`config.mk`:
```
export PLATFORM = sky130hd
export DESIGN_NAME = mem_port_arbiter_flat
export DESIGN_NICKNAME = d
export VERILOG_FILES = /design/src/rtl/mem_port_arbiter_if.sv /design/src/rtl/mem_port_arbiter.sv /design/src/flat_wrapper.sv
export SDC_FILE = /design/constraint.sdc
export NUM_CORES = 1
export LEC_CHECK = 0
export CAP_MARGIN = 0
export CELL_PAD_IN_SITES_DETAIL_PLACEMENT = 0
export CELL_PAD_IN_SITES_GLOBAL_PLACEMENT = 2
export CORE_MARGIN = 2
export CORE_UTILIZATION = 26
export CTS_CLUSTER_SIZE = 16
export DETAILED_ROUTE_END_ITERATION = 16
export PLACE_DENSITY_LB_ADDON = 0.1
export SLEW_MARGIN = 20
export SYNTH_ARGS = -nofsm -noshare
export SYNTH_HDL_FRONTEND = slang
export SYNTH_SLANG_ARGS = --single-unit
```
`constraint.sdc`:
```
create_clock -name clk -period 7.3 [get_ports clk]
set_input_delay 1.095 -clock clk [delete_from_list [all_inputs] [get_ports clk]]
set_output_delay 1.095 -clock clk [all_outputs]
set_load 0.05 [all_outputs]
```
`src/rtl/mem_port_arbiter_if.sv`:
```
// Bundle of the two cache miss ports, the main-memory port and the status
// outputs of the memory port arbiter. The master view belongs to the arbiter,
// the slave view to its surroundings (caches plus main memory).
interface mem_port_arbiter_if #(
   parameter int ADDR_W = 32,
   parameter int DATA_W = 32
);
   // I-cache miss port
   logic              ic_req;
   logic [ADDR_W-1:0] ic_addr;
   logic              ic_ack;
   logic [DATA_W-1:0] ic_rdata;
   // D-cache miss port
   logic              dc_req;
   logic [ADDR_W-1:0] dc_addr;
   logic              dc_wb;
   logic [ADDR_W-1:0] dc_wb_addr;
   logic [DATA_W-1:0] dc_wb_data;
   logic              dc_ack;
   logic [DATA_W-1:0] dc_rdata;
   // main-memory port
   logic              mem_req;
   logic              mem_we;
   logic [ADDR_W-1:0] mem_addr;
   logic [DATA_W-1:0] mem_wdata;
   logic              mem_ack;
   logic [DATA_W-1:0] mem_rdata;
   // status
   logic              stall;
   logic              timeout_err;

   modport master (
      input  ic_req, ic_addr,
      output ic_ack, ic_rdata,
      input  dc_req, dc_addr, dc_wb, dc_wb_addr, dc_wb_data,
      output dc_ack, dc_rdata,
      output mem_req, mem_we, mem_addr, mem_wdata,
      input  mem_ack, mem_rdata,
      output stall, timeout_err
   );

   modport slave (
      output ic_req, ic_addr,
      input  ic_ack, ic_rdata,
      output dc_req, dc_addr, dc_wb, dc_wb_addr, dc_wb_data,
      input  dc_ack, dc_rdata,
      input  mem_req, mem_we, mem_addr, mem_wdata,
      output mem_ack, mem_rdata,
      input  stall, timeout_err
   );
endinterface

```
`src/rtl/mem_port_arbiter.sv`:
```
// Shares one main-memory port between the I-cache and D-cache miss paths.
// A D-cache miss is an optional dirty-victim write followed by a refill read.
// Ties are broken round-robin; every memory operation is bounded by TIMEOUT
// cycles, after which the operation is abandoned and timeout_err sticks.
// A refill always spends its first cycle with mem_req low; this is also the
// one-cycle gap between a writeback and its refill.
module mem_port_arbiter #(
   parameter int ADDR_W  = 32,
   parameter int DATA_W  = 32,
   parameter int TIMEOUT = 64
) (
   input logic                clk,
   input logic                reset,
   mem_port_arbiter_if.master bus
);
   localparam int CNT_W = $clog2(TIMEOUT + 1);

   typedef enum logic [1:0] {
      IDLE   = 2'd0,
      WB     = 2'd1,
      REFILL = 2'd2,
      RESP   = 2'd3
   } state_t;

   state_t            state_r;
   state_t            next_state_s;

   // transaction context, captured at grant
   logic              owner_dc_r;
   logic              last_grant_dc_r;
   logic              wb_r;
   logic [ADDR_W-1:0] refill_addr_r;
   logic [ADDR_W-1:0] wb_addr_r;
   logic [DATA_W-1:0] wb_data_r;

   logic [CNT_W-1:0]  cnt_r;
   logic              timeout_err_r;

   logic              mem_req_r;
   logic              mem_we_r;
   logic [ADDR_W-1:0] mem_addr_r;
   logic [DATA_W-1:0] mem_wdata_r;
   logic              ic_ack_r;
   logic              dc_ack_r;
   logic [DATA_W-1:0] ic_rdata_r;
   logic [DATA_W-1:0] dc_rdata_r;

   logic              grant_s;
   logic              grant_dc_s;
   logic              owner_src_s;
   logic              wb_src_s;
   logic [ADDR_W-1:0] refill_addr_src_s;
   logic [ADDR_W-1:0] wb_addr_src_s;
   logic [DATA_W-1:0] wb_data_src_s;
   logic              in_mem_s;
   logic              ack_s;
   logic              timeout_hit_s;

   // Arbitration in IDLE and selection of the transaction context source.
   always_comb begin
      grant_s    = 1'b0;
      grant_dc_s = 1'b0;
      if (state_r == IDLE) begin
         if (bus.ic_req && bus.dc_req) begin
            grant_s    = 1'b1;
            grant_dc_s = ~last_grant_dc_r;
         end else if (bus.dc_req) begin
            grant_s    = 1'b1;
            grant_dc_s = 1'b1;
         end else if (bus.ic_req) begin
            grant_s    = 1'b1;
            grant_dc_s = 1'b0;
         end else begin
            grant_s    = 1'b0;
            grant_dc_s = 1'b0;
         end
      end else begin
         grant_s    = 1'b0;
         grant_dc_s = 1'b0;
      end

      owner_src_s       = owner_dc_r;
      wb_src_s          = wb_r;
      refill_addr_src_s = refill_addr_r;
      wb_addr_src_s     = wb_addr_r;
      wb_data_src_s     = wb_data_r;
      if (grant_s) begin
         owner_src_s       = grant_dc_s;
         wb_src_s          = grant_dc_s & bus.dc_wb;
         refill_addr_src_s = grant_dc_s ? bus.dc_addr : bus.ic_addr;
         wb_addr_src_s     = bus.dc_wb_addr;
         wb_data_src_s     = bus.dc_wb_data;
      end else begin
         owner_src_s       = owner_dc_r;
      end

      // a memory ack only counts while this block actually has a request up
      in_mem_s      = (state_r == WB) || (state_r == REFILL);
      ack_s         = in_mem_s & mem_req_r & bus.mem_ack;
      timeout_hit_s = in_mem_s & ~ack_s & (cnt_r == CNT_W'(TIMEOUT - 1));
   end

   // Next-state logic of the miss sequencer.
   always_comb begin
      next_state_s = state_r;
      case (state_r)
         IDLE: begin
            if (grant_s) begin
               next_state_s = wb_src_s ? WB : REFILL;
            end else begin
               next_state_s = IDLE;
            end
         end
         WB: begin
            if (ack_s || timeout_hit_s) begin
               next_state_s = REFILL;
            end else begin
               next_state_s = WB;
            end
         end
         REFILL: begin
            if (ack_s || timeout_hit_s) begin
               next_state_s = RESP;
            end else begin
               next_state_s = REFILL;
            end
         end
         RESP:    next_state_s = IDLE;
         default: next_state_s = IDLE;
      endcase
   end

   // FSM state register.
   always_ff @(posedge clk or posedge reset) begin
      if (reset) begin
         state_r <= IDLE;
      end else begin
         state_r <= next_state_s;
      end
   end

   // Capture owner, addresses and victim data at grant; track the last winner.
   always_ff @(posedge clk or posedge reset) begin
      if (reset) begin
         owner_dc_r      <= 1'b0;
         last_grant_dc_r <= 1'b0;
         wb_r            <= 1'b0;
         refill_addr_r   <= {ADDR_W{1'b0}};
         wb_addr_r       <= {ADDR_W{1'b0}};
         wb_data_r       <= {DATA_W{1'b0}};
      end else if (grant_s) begin
         owner_dc_r      <= owner_src_s;
         last_grant_dc_r <= grant_dc_s;
         wb_r            <= wb_src_s;
         refill_addr_r   <= refill_addr_src_s;
         wb_addr_r       <= wb_addr_src_s;
         wb_data_r       <= wb_data_src_s;
      end
   end

   // Per-state wait counter and sticky timeout flag.
   always_ff @(posedge clk or posedge reset) begin
      if (reset) begin
         cnt_r         <= {CNT_W{1'b0}};
         timeout_err_r <= 1'b0;
      end else begin
         if (next_state_s != state_r) begin
            cnt_r <= {CNT_W{1'b0}};
         end else if (in_mem_s) begin
            cnt_r <= cnt_r + CNT_W'(1);
         end else begin
            cnt_r <= {CNT_W{1'b0}};
         end
         if (timeout_hit_s) begin
            timeout_err_r <= 1'b1;
         end
      end
   end

   // Registered memory-side outputs; a refill's first cycle keeps mem_req low.
   always_ff @(posedge clk or posedge reset) begin
      if (reset) begin
         mem_req_r   <= 1'b0;
         mem_we_r    <= 1'b0;
         mem_addr_r  <= {ADDR_W{1'b0}};
         mem_wdata_r <= {DATA_W{1'b0}};
      end else begin
         mem_req_r <= (next_state_s == WB) ||
                      ((state_r == REFILL) && (next_state_s == REFILL));
         mem_we_r  <= (next_state_s == WB);
         if (next_state_s == WB) begin
            mem_addr_r  <= wb_addr_src_s;
            mem_wdata_r <= wb_data_src_s;
         end else if (next_state_s == REFILL) begin
            mem_addr_r  <= refill_addr_src_s;
         end
      end
   end

   // Registered acks and per-port refill data; an abandoned refill returns 0.
   always_ff @(posedge clk or posedge reset) begin
      if (reset) begin
         ic_ack_r   <= 1'b0;
         dc_ack_r   <= 1'b0;
         ic_rdata_r <= {DATA_W{1'b0}};
         dc_rdata_r <= {DATA_W{1'b0}};
      end else begin
         ic_ack_r <= (next_state_s == RESP) && !owner_dc_r;
         dc_ack_r <= (next_state_s == RESP) &&  owner_dc_r;
         if ((state_r == REFILL) && (next_state_s == RESP)) begin
            if (owner_dc_r) begin
               dc_rdata_r <= ack_s ? bus.mem_rdata : {DATA_W{1'b0}};
            end else begin
               ic_rdata_r <= ack_s ? bus.mem_rdata : {DATA_W{1'b0}};
            end
         end
      end
   end

   assign bus.mem_req     = mem_req_r;
   assign bus.mem_we      = mem_we_r;
   assign bus.mem_addr    = mem_addr_r;
   assign bus.mem_wdata   = mem_wdata_r;
   assign bus.ic_ack      = ic_ack_r;
   assign bus.dc_ack      = dc_ack_r;
   assign bus.ic_rdata    = ic_rdata_r;
   assign bus.dc_rdata    = dc_rdata_r;
   assign bus.timeout_err = timeout_err_r;
   assign bus.stall       = (state_r != IDLE) || bus.ic_req || bus.dc_req;
endmodule
```
`src/flat_wrapper.sv`:
```
// flat-port wrapper written by rule: the top's interface ports become plain ports
module mem_port_arbiter_flat 
#(
   parameter int ADDR_W  = 32,
   parameter int DATA_W  = 32,
   parameter int TIMEOUT = 64
)
  (clk, reset, bus_ic_req, bus_ic_addr, bus_ic_ack, bus_ic_rdata, bus_dc_req, bus_dc_addr, bus_dc_wb, bus_dc_wb_addr, bus_dc_wb_data, bus_dc_ack, bus_dc_rdata, bus_mem_req, bus_mem_we, bus_mem_addr, bus_mem_wdata, bus_mem_ack, bus_mem_rdata, bus_stall, bus_timeout_err);
  mem_port_arbiter_if #(.ADDR_W(ADDR_W), .DATA_W(DATA_W)) bus_i ();
  input logic clk;
  input logic reset;
  input wire logic [$bits(bus_i.ic_req)-1:0] bus_ic_req;
  input wire logic [$bits(bus_i.ic_addr)-1:0] bus_ic_addr;
  output wire logic [$bits(bus_i.ic_ack)-1:0] bus_ic_ack;
  output wire logic [$bits(bus_i.ic_rdata)-1:0] bus_ic_rdata;
  input wire logic [$bits(bus_i.dc_req)-1:0] bus_dc_req;
  input wire logic [$bits(bus_i.dc_addr)-1:0] bus_dc_addr;
  input wire logic [$bits(bus_i.dc_wb)-1:0] bus_dc_wb;
  input wire logic [$bits(bus_i.dc_wb_addr)-1:0] bus_dc_wb_addr;
  input wire logic [$bits(bus_i.dc_wb_data)-1:0] bus_dc_wb_data;
  output wire logic [$bits(bus_i.dc_ack)-1:0] bus_dc_ack;
  output wire logic [$bits(bus_i.dc_rdata)-1:0] bus_dc_rdata;
  output wire logic [$bits(bus_i.mem_req)-1:0] bus_mem_req;
  output wire logic [$bits(bus_i.mem_we)-1:0] bus_mem_we;
  output wire logic [$bits(bus_i.mem_addr)-1:0] bus_mem_addr;
  output wire logic [$bits(bus_i.mem_wdata)-1:0] bus_mem_wdata;
  input wire logic [$bits(bus_i.mem_ack)-1:0] bus_mem_ack;
  input wire logic [$bits(bus_i.mem_rdata)-1:0] bus_mem_rdata;
  output wire logic [$bits(bus_i.stall)-1:0] bus_stall;
  output wire logic [$bits(bus_i.timeout_err)-1:0] bus_timeout_err;
  assign bus_i.ic_req = bus_ic_req;
  assign bus_i.ic_addr = bus_ic_addr;
  assign bus_ic_ack = bus_i.ic_ack;
  assign bus_ic_rdata = bus_i.ic_rdata;
  assign bus_i.dc_req = bus_dc_req;
  assign bus_i.dc_addr = bus_dc_addr;
  assign bus_i.dc_wb = bus_dc_wb;
  assign bus_i.dc_wb_addr = bus_dc_wb_addr;
  assign bus_i.dc_wb_data = bus_dc_wb_data;
  assign bus_dc_ack = bus_i.dc_ack;
  assign bus_dc_rdata = bus_i.dc_rdata;
  assign bus_mem_req = bus_i.mem_req;
  assign bus_mem_we = bus_i.mem_we;
  assign bus_mem_addr = bus_i.mem_addr;
  assign bus_mem_wdata = bus_i.mem_wdata;
  assign bus_i.mem_ack = bus_mem_ack;
  assign bus_i.mem_rdata = bus_mem_rdata;
  assign bus_stall = bus_i.stall;
  assign bus_timeout_err = bus_i.timeout_err;
  mem_port_arbiter #(.ADDR_W(ADDR_W), .DATA_W(DATA_W), .TIMEOUT(TIMEOUT)) u_core (.clk(clk), .reset(reset), .bus(bus_i));
endmodule
```
# == After elaboration in Yosys (flattened, before gate mapping) ==
# Cells that the tools add are included.
# totals
regBits,240
inputBits,166
# classes
n_addsub,1
n_eq_ne,8
muxes,22
n_bitwise,7
reduce_logical,16
# op_table
op,count
$mux W32,7
$mux W7,2
$mux W1,9
$eq A2 B2 Y1 const B,4
$pmux W2 S4,1
$add A7 B1 Y7 const B,1
$eq A7 B6 Y1 const B,1
$mux W2,3
$and A1 B1 Y1,5
$logic_and A1 B1 Y1,5
$logic_or A1 B1 Y1,5
$eq A2 B1 Y1 const B,2
$reduce_and A2 Y1,2
$reduce_bool A2 Y1,2
$logic_not A2 Y1,1
$ne A2 B2 Y1,1
$not A1 Y1,2
$logic_not A1 Y1,1

# == Logic depth before layout (Yosys ltp) ==
# logic_depth
ltp_word,13
ltp_mapped,14

# == Least setup slack after synthesis ==
# Ideal clock, no wire load.
# synth_path
path_kind,input to register
start,input bus_ic_req
end,"register u_core.mem_addr_r[5], in the netlist u_core.bus.mem_addr[5]"
arrival_ns,3.035
required_ns,7.175
setup_slack_ns,4.140
stages,11
cell_sequence,and2_1 -> o32ai_1 -> mux2i_1 -> inv_1 -> ha_1 -> clkbuf_1 -> clkbuf_1 -> nor3b_1 -> a21oi_2 -> o21ai_1 -> mux2_2
# synth_between
elab_chain_cells,10
word_cells_on_any_way,20
cone_classes,eq/ne: 2; mux: 15; bitwise: 1; reduce/logical: 2
# synth_lines
item,line_no,text
"start, declared",flat_wrapper.sv:12,input wire logic [$bits(bus_i.ic_req)-1:0] bus_ic_req;
$mux W1 or $logic_and A1 B1 Y1 (tied branches),"mem_port_arbiter.sv:70, mem_port_arbiter.sv:64",
$mux W1 (on tied branches),"mem_port_arbiter.sv:67, mem_port_arbiter.sv:64",
$mux W1 (on tied branches),"mem_port_arbiter.sv:64, mem_port_arbiter.sv:63",
$mux W1 or $and A1 B1 Y1 (tied branches),"mem_port_arbiter.sv:63, mem_port_arbiter.sv:89",
$mux W1,mem_port_arbiter.sv:87,if (grant_s) begin
$mux W2,mem_port_arbiter.sv:109,next_state_s = wb_src_s ? WB : REFILL;
$mux W2 *,mem_port_arbiter.sv:108,if (grant_s) begin
$pmux W2 S4 *,mem_port_arbiter.sv:106,case (state_r)
via u_core.next_state_s[0],mem_port_arbiter.sv:26,state_t next_state_s;
$eq A2 B1 Y1 or $eq A2 B2 Y1 (tied branches),"mem_port_arbiter.sv:191, mem_port_arbiter.sv:194",
$mux W32 or $reduce_bool A2 Y1 (tied branches),--,
"end signal, assigned",mem_port_arbiter.sv:185,mem_addr_r <= {ADDR_W{1'b0}};
"end signal, assigned",mem_port_arbiter.sv:192,mem_addr_r <= wb_addr_src_s;
"end signal, assigned",mem_port_arbiter.sv:195,mem_addr_r <= refill_addr_src_s;
"end, declared",mem_port_arbiter.sv:41,logic [ADDR_W-1:0] mem_addr_r;
# The timed path passes the listed nets; every way through them passes the cells marked *. The select of a mux whose other input is x is not followed.
# A chain may end at the register's enable or synchronous reset.

# == Worst setup path after layout ==
# layout_path
start,input bus_dc_req
end,"register u_core.mem_addr_r[23], in the netlist u_core.bus.mem_addr[23]"
# layout_between
elab_chain_cells,10
word_cells_on_any_way,20
cone_classes,eq/ne: 2; mux: 15; bitwise: 1; reduce/logical: 2
# layout_lines
item,line_no,text
"start, declared",flat_wrapper.sv:16,input wire logic [$bits(bus_i.dc_req)-1:0] bus_dc_req;
$mux W1 or $logic_and A1 B1 Y1 (tied branches),"mem_port_arbiter.sv:67, mem_port_arbiter.sv:64",
$mux W1,mem_port_arbiter.sv:64,if (bus.ic_req && bus.dc_req) begin
$mux W1,mem_port_arbiter.sv:63,if (state_r == IDLE) begin
$and A1 B1 Y1,mem_port_arbiter.sv:89,wb_src_s = grant_dc_s & bus.dc_wb;
$mux W1,mem_port_arbiter.sv:87,
$mux W2,mem_port_arbiter.sv:109,
$mux W2 *,mem_port_arbiter.sv:108,
$pmux W2 S4 *,mem_port_arbiter.sv:106,
via u_core.next_state_s[0],mem_port_arbiter.sv:26,
$eq A2 B1 Y1 or $eq A2 B2 Y1 (tied branches),"mem_port_arbiter.sv:191, mem_port_arbiter.sv:194",
$mux W32 or $reduce_bool A2 Y1 (tied branches),--,
# Marks and branches as above.

==> key figures <==
Clock network
  – # Post-CTS Setup Buffers: 0
  – Root Driver: clkbuf_16
  – TritonCTS clock tree: built
  – CTS max path bufs: 3
  – Clock edge transition at the registers on the reported setup and hold paths: roughly 0.06 ns
  – Post_cts resized: 0
  – Latest clock arrival within the worst-skew pair: approximately 0.55 ns
  – CTS HTree Levels: 1
  – CTS Buf Count: 30
  – # hold bufs at CTS: 0
  – CTS Sinks: roughly 240

Power and ir drop
  – Leak: ~6.2 nW
  – Peak VDD IR: ~0.23 mV
  – Net Switching: 2.782 mW
  – P_int: 3.919 mW
  – Clk pwr share: 0.216
  – Comb pwr share: 0.477
  – Share of power burned in registers: 0.307
  – Switching share of total power: 0.4152
  – PD cells: ~460 mW/mm²

Synth
  – Area leader, netlist: dfrtp_1
  – Synthesized flop and latch total: 239
  – Cell Area, Synth: 0.01011 mm²
  – Distinct cells, synth: 44
  – Cells after Synth: 955
  – Post-Syn Nets: 1129
  – Sequential share of the synthesized area: 0.5917
  – Synth top area cells: dfrtp_1 (59%), nand2_1 (8.7%), mux2_2 (6.1%)
  – Yosys top cell area share: 0.5917
  – Yosys warnings: 0
  – Post-Syn Area per Cell: approximately 11 µm²

Critical path
  – Crit end category: register
  – Critical Path RT: around 7.7 ns
  – CP Launch Type: input pin
  – CP arrival: ~4.6 ns
  – Critical path fanouts, max: a little under 90
  – Crit Path Category: input pin to register

Route
  – DRT iter0 DRCs: 254
  – DR WL/cell: between 15 and 20 µm
  – First drt pass iteration count: 4
  – DRC: 0
  – Vias/cell: around 4.4
  – Via Count: between 7000 and 8000
  – Overall routed net length: approximately 31 mm
  – Antenna viol nets, final: 0

Floorplanning
  – Core area: 0.03847 mm²
  – Die Wd: between 200 and 250 µm
  – Die area: slightly above 0.04 mm²
  – Num rows: 72
  – Top Ports: 300
  – Initial core utilization: 0.2628
  – Die Y: 201.2 µm

STA
  – Worst clock skew: roughly 0.019 ns
  – Fin crit period: a little over 4 ns
  – Period utilization: 0.5689
  – RSZ-0062 raised after global routing: false
  – Fmax: 240.8 MHz
  – Final setup viols: 0
  – Worst Tran Pin Value: 0.9687 ns
  – Final hold violations: 0
  – Final TNS setup: 0 ns
  – Hold WS: between 0.4 and 0.5 ns
  – Slew Viols, Final: 0
  – Relative slew slack: 0.3542

Finish
  – Share of cells above drive strength 1: 0.1083
  – Reg area: about 0.0060 mm²
  – Layout Nets: 1407
  – Non-filler cells, final: around 1800
  – P&R area growth vs syn: 43.69%
  – N_diodes: 0
  – Multi-input gate area in the final layout: about 0.0038 mm²
  – Fill cells: a little under 4000

GRT
  – Antenna violations before repair: 1
  – Largest net degree at the start of global routing: 88
  – GRT Util Overall: 0.1525
  – Vias in the first global route: roughly 8200
  – Remaining global-route overflow: 0
  – First-pass GRT wire length: approximately 50 mm

Hold path
  – Worst Hold Class: register to register

Placement
  – Cell count after placement: 1719
  – Gpl congestion: around 0.7
  – Port bufs: between 200 and 300
  – Post-DP HPWL: 20.41 mm

Flow run
  – Max-cap violations: 0

Outcome
  – Outcome: complete, no violations
metal layers:
| metal | global-route usage | vias up | share of wire |
|---|---|---|---|
| li1 | - | 3824 | - |
| met1 | 0.2058 | 3748 | 0.46 |
| met2 | 0.2515 | 210 | 0.47 |
| met3 | 0.03644 | 33 | 0.065 |
| met4 | 0.02778 | 2 | 0.014 |
| met5 | 0 | - | 0.00042 |
Yosys cell counts, drive strengths merged:
cell type / count
mux2: 63
a21oi: 32
xnor2: 5
nand3: 5
and2: 2
inv: 8
nor3: 6
xor2: 2
a31oi: 32
nand2: 235
o22a: 2
nand4b: 1
nor2b: 2
a21o: 2
mux2i: 33
o21a: 1
nor3b: 32
nor2: 37
a211oi: 1
and3: 3
ha: 8
o21ai: 128
a31o: 1
a22oi: 2
o32ai: 2
nand2b: 1
or2: 1
o211ai: 1
o31ai: 1
dfrtp: 239
buf: 23
nand3b: 2
clkbuf: 41
o2111ai: 1
power groups by stage:
stage | Clock (mW) | Sequential, mW | Combinational (mW)
final | 1.45 | 2.06 | 3.20
after global placement | 0 | 2.08 | 3.24
after detailed placement | 0 | 2.08 | 3.26
after floorplan | 0 | 2.80 | 1.52
after CTS | 1.50 | 2.06 | 3.27
after global routing | 1.55 | 2.12 | 3.49
worst max-delay path, stage by stage:
cell and delay (ns):
clkdlybuf4s50_1 0.63, nand2_2 0.12, o32ai_1 0.29, mux2i_1 0.20
inv_1 0.18, ha_4 0.53, buf_4 0.79, nor3b_1 0.14
a21oi_1 0.14, o21ai_1 0.08, mux2_2 0.29
through the flow:
stage                     power [mW]  cell area [µm²]  setup WS [ns]    util
after floorplan                4.320            10110          3.071       -
after global placement         5.323            13560          2.634  0.3526
after detailed placement       5.344            13560          2.568  0.3526
after CTS                      6.838            14520          3.155  0.3775
after global routing           7.167            14520          2.666  0.3775
final                          6.701            14520          3.147  0.3775
state kept, by name (all words and copies together), names as in the netlist:
name	count
u_core.bus.dc_rdata	32
u_core.bus.ic_rdata	32
u_core.bus.mem_addr	32
u_core.bus.mem_wdata	32
u_core.refill_addr_r	32
u_core.wb_addr_r	32
u_core.wb_data_r	32
u_core.cnt_r	7
u_core.state_r	2
u_core.bus.dc_ack	1
u_core.bus.ic_ack	1
u_core.bus.mem_req	1
u_core.bus.mem_we	1
u_core.bus.timeout_err	1
u_core.owner_dc_r	1
worst paths after layout:
path	startpoint	endpoint	slack, ns	cells after the start
min reg2reg	u_core.cnt_r[0]	u_core.cnt_r[0]	0.47	1
min	u_core.cnt_r[0]	u_core.cnt_r[0]	0.47	1
max in group asynchronous	reset	u_core.wb_data_r[22]	5.29	3
min in group asynchronous	reset	u_core.state_r[1]	0.83	2
max	bus_dc_req	u_core.bus.mem_addr[23]	3.15	11
max reg2reg	u_core.state_r[0]	u_core.bus.mem_addr[23]	3.41	12
cells in the final DEF, fill, tap and decap left out, drive strengths merged, types with 3 or more instances in the layout:
cell and n:
a21oi 32, a31oi 32, and3 3, buf 11, clkbuf 50, clkdlybuf4s50 299
clkinv 3, dfrtp 239, ha 8, inv 8, mux2 63, mux2i 33
nand2 235, nand3 5, nor2 37, nor3 6, nor3b 32, o21ai 128
xnor2 5
layout make-up:
type | count | area share
tap | 518 | 0.04463
inverter | 8 | 0.002326
sequential | 239 | 0.4118
clock inverter | 5 | 0.003705
timing repair buffer | 310 | 0.2118
multi-input combinational | 644 | 0.2633
clock buffer | 50 | 0.06246
cell families (layout without fill, tap and decap cells):
kind of cell | after synthesis | in the layout | share of synthesized area
and+or+nand+nor | 327 | 327 | 0.1384
adders and majority gates | 8 | 8 | 0.009904
DFF | 239 | 239 | 0.5917
buffers and inverters | 72 | 373 | 0.03379
xor gates and xnor gates | 7 | 7 | 0.006809
muxes | 96 | 96 | 0.1058
AOI/OAI and AO/OA | 206 | 206 | 0.1135
No activity file was read; power rests on OpenSTA's default activity.
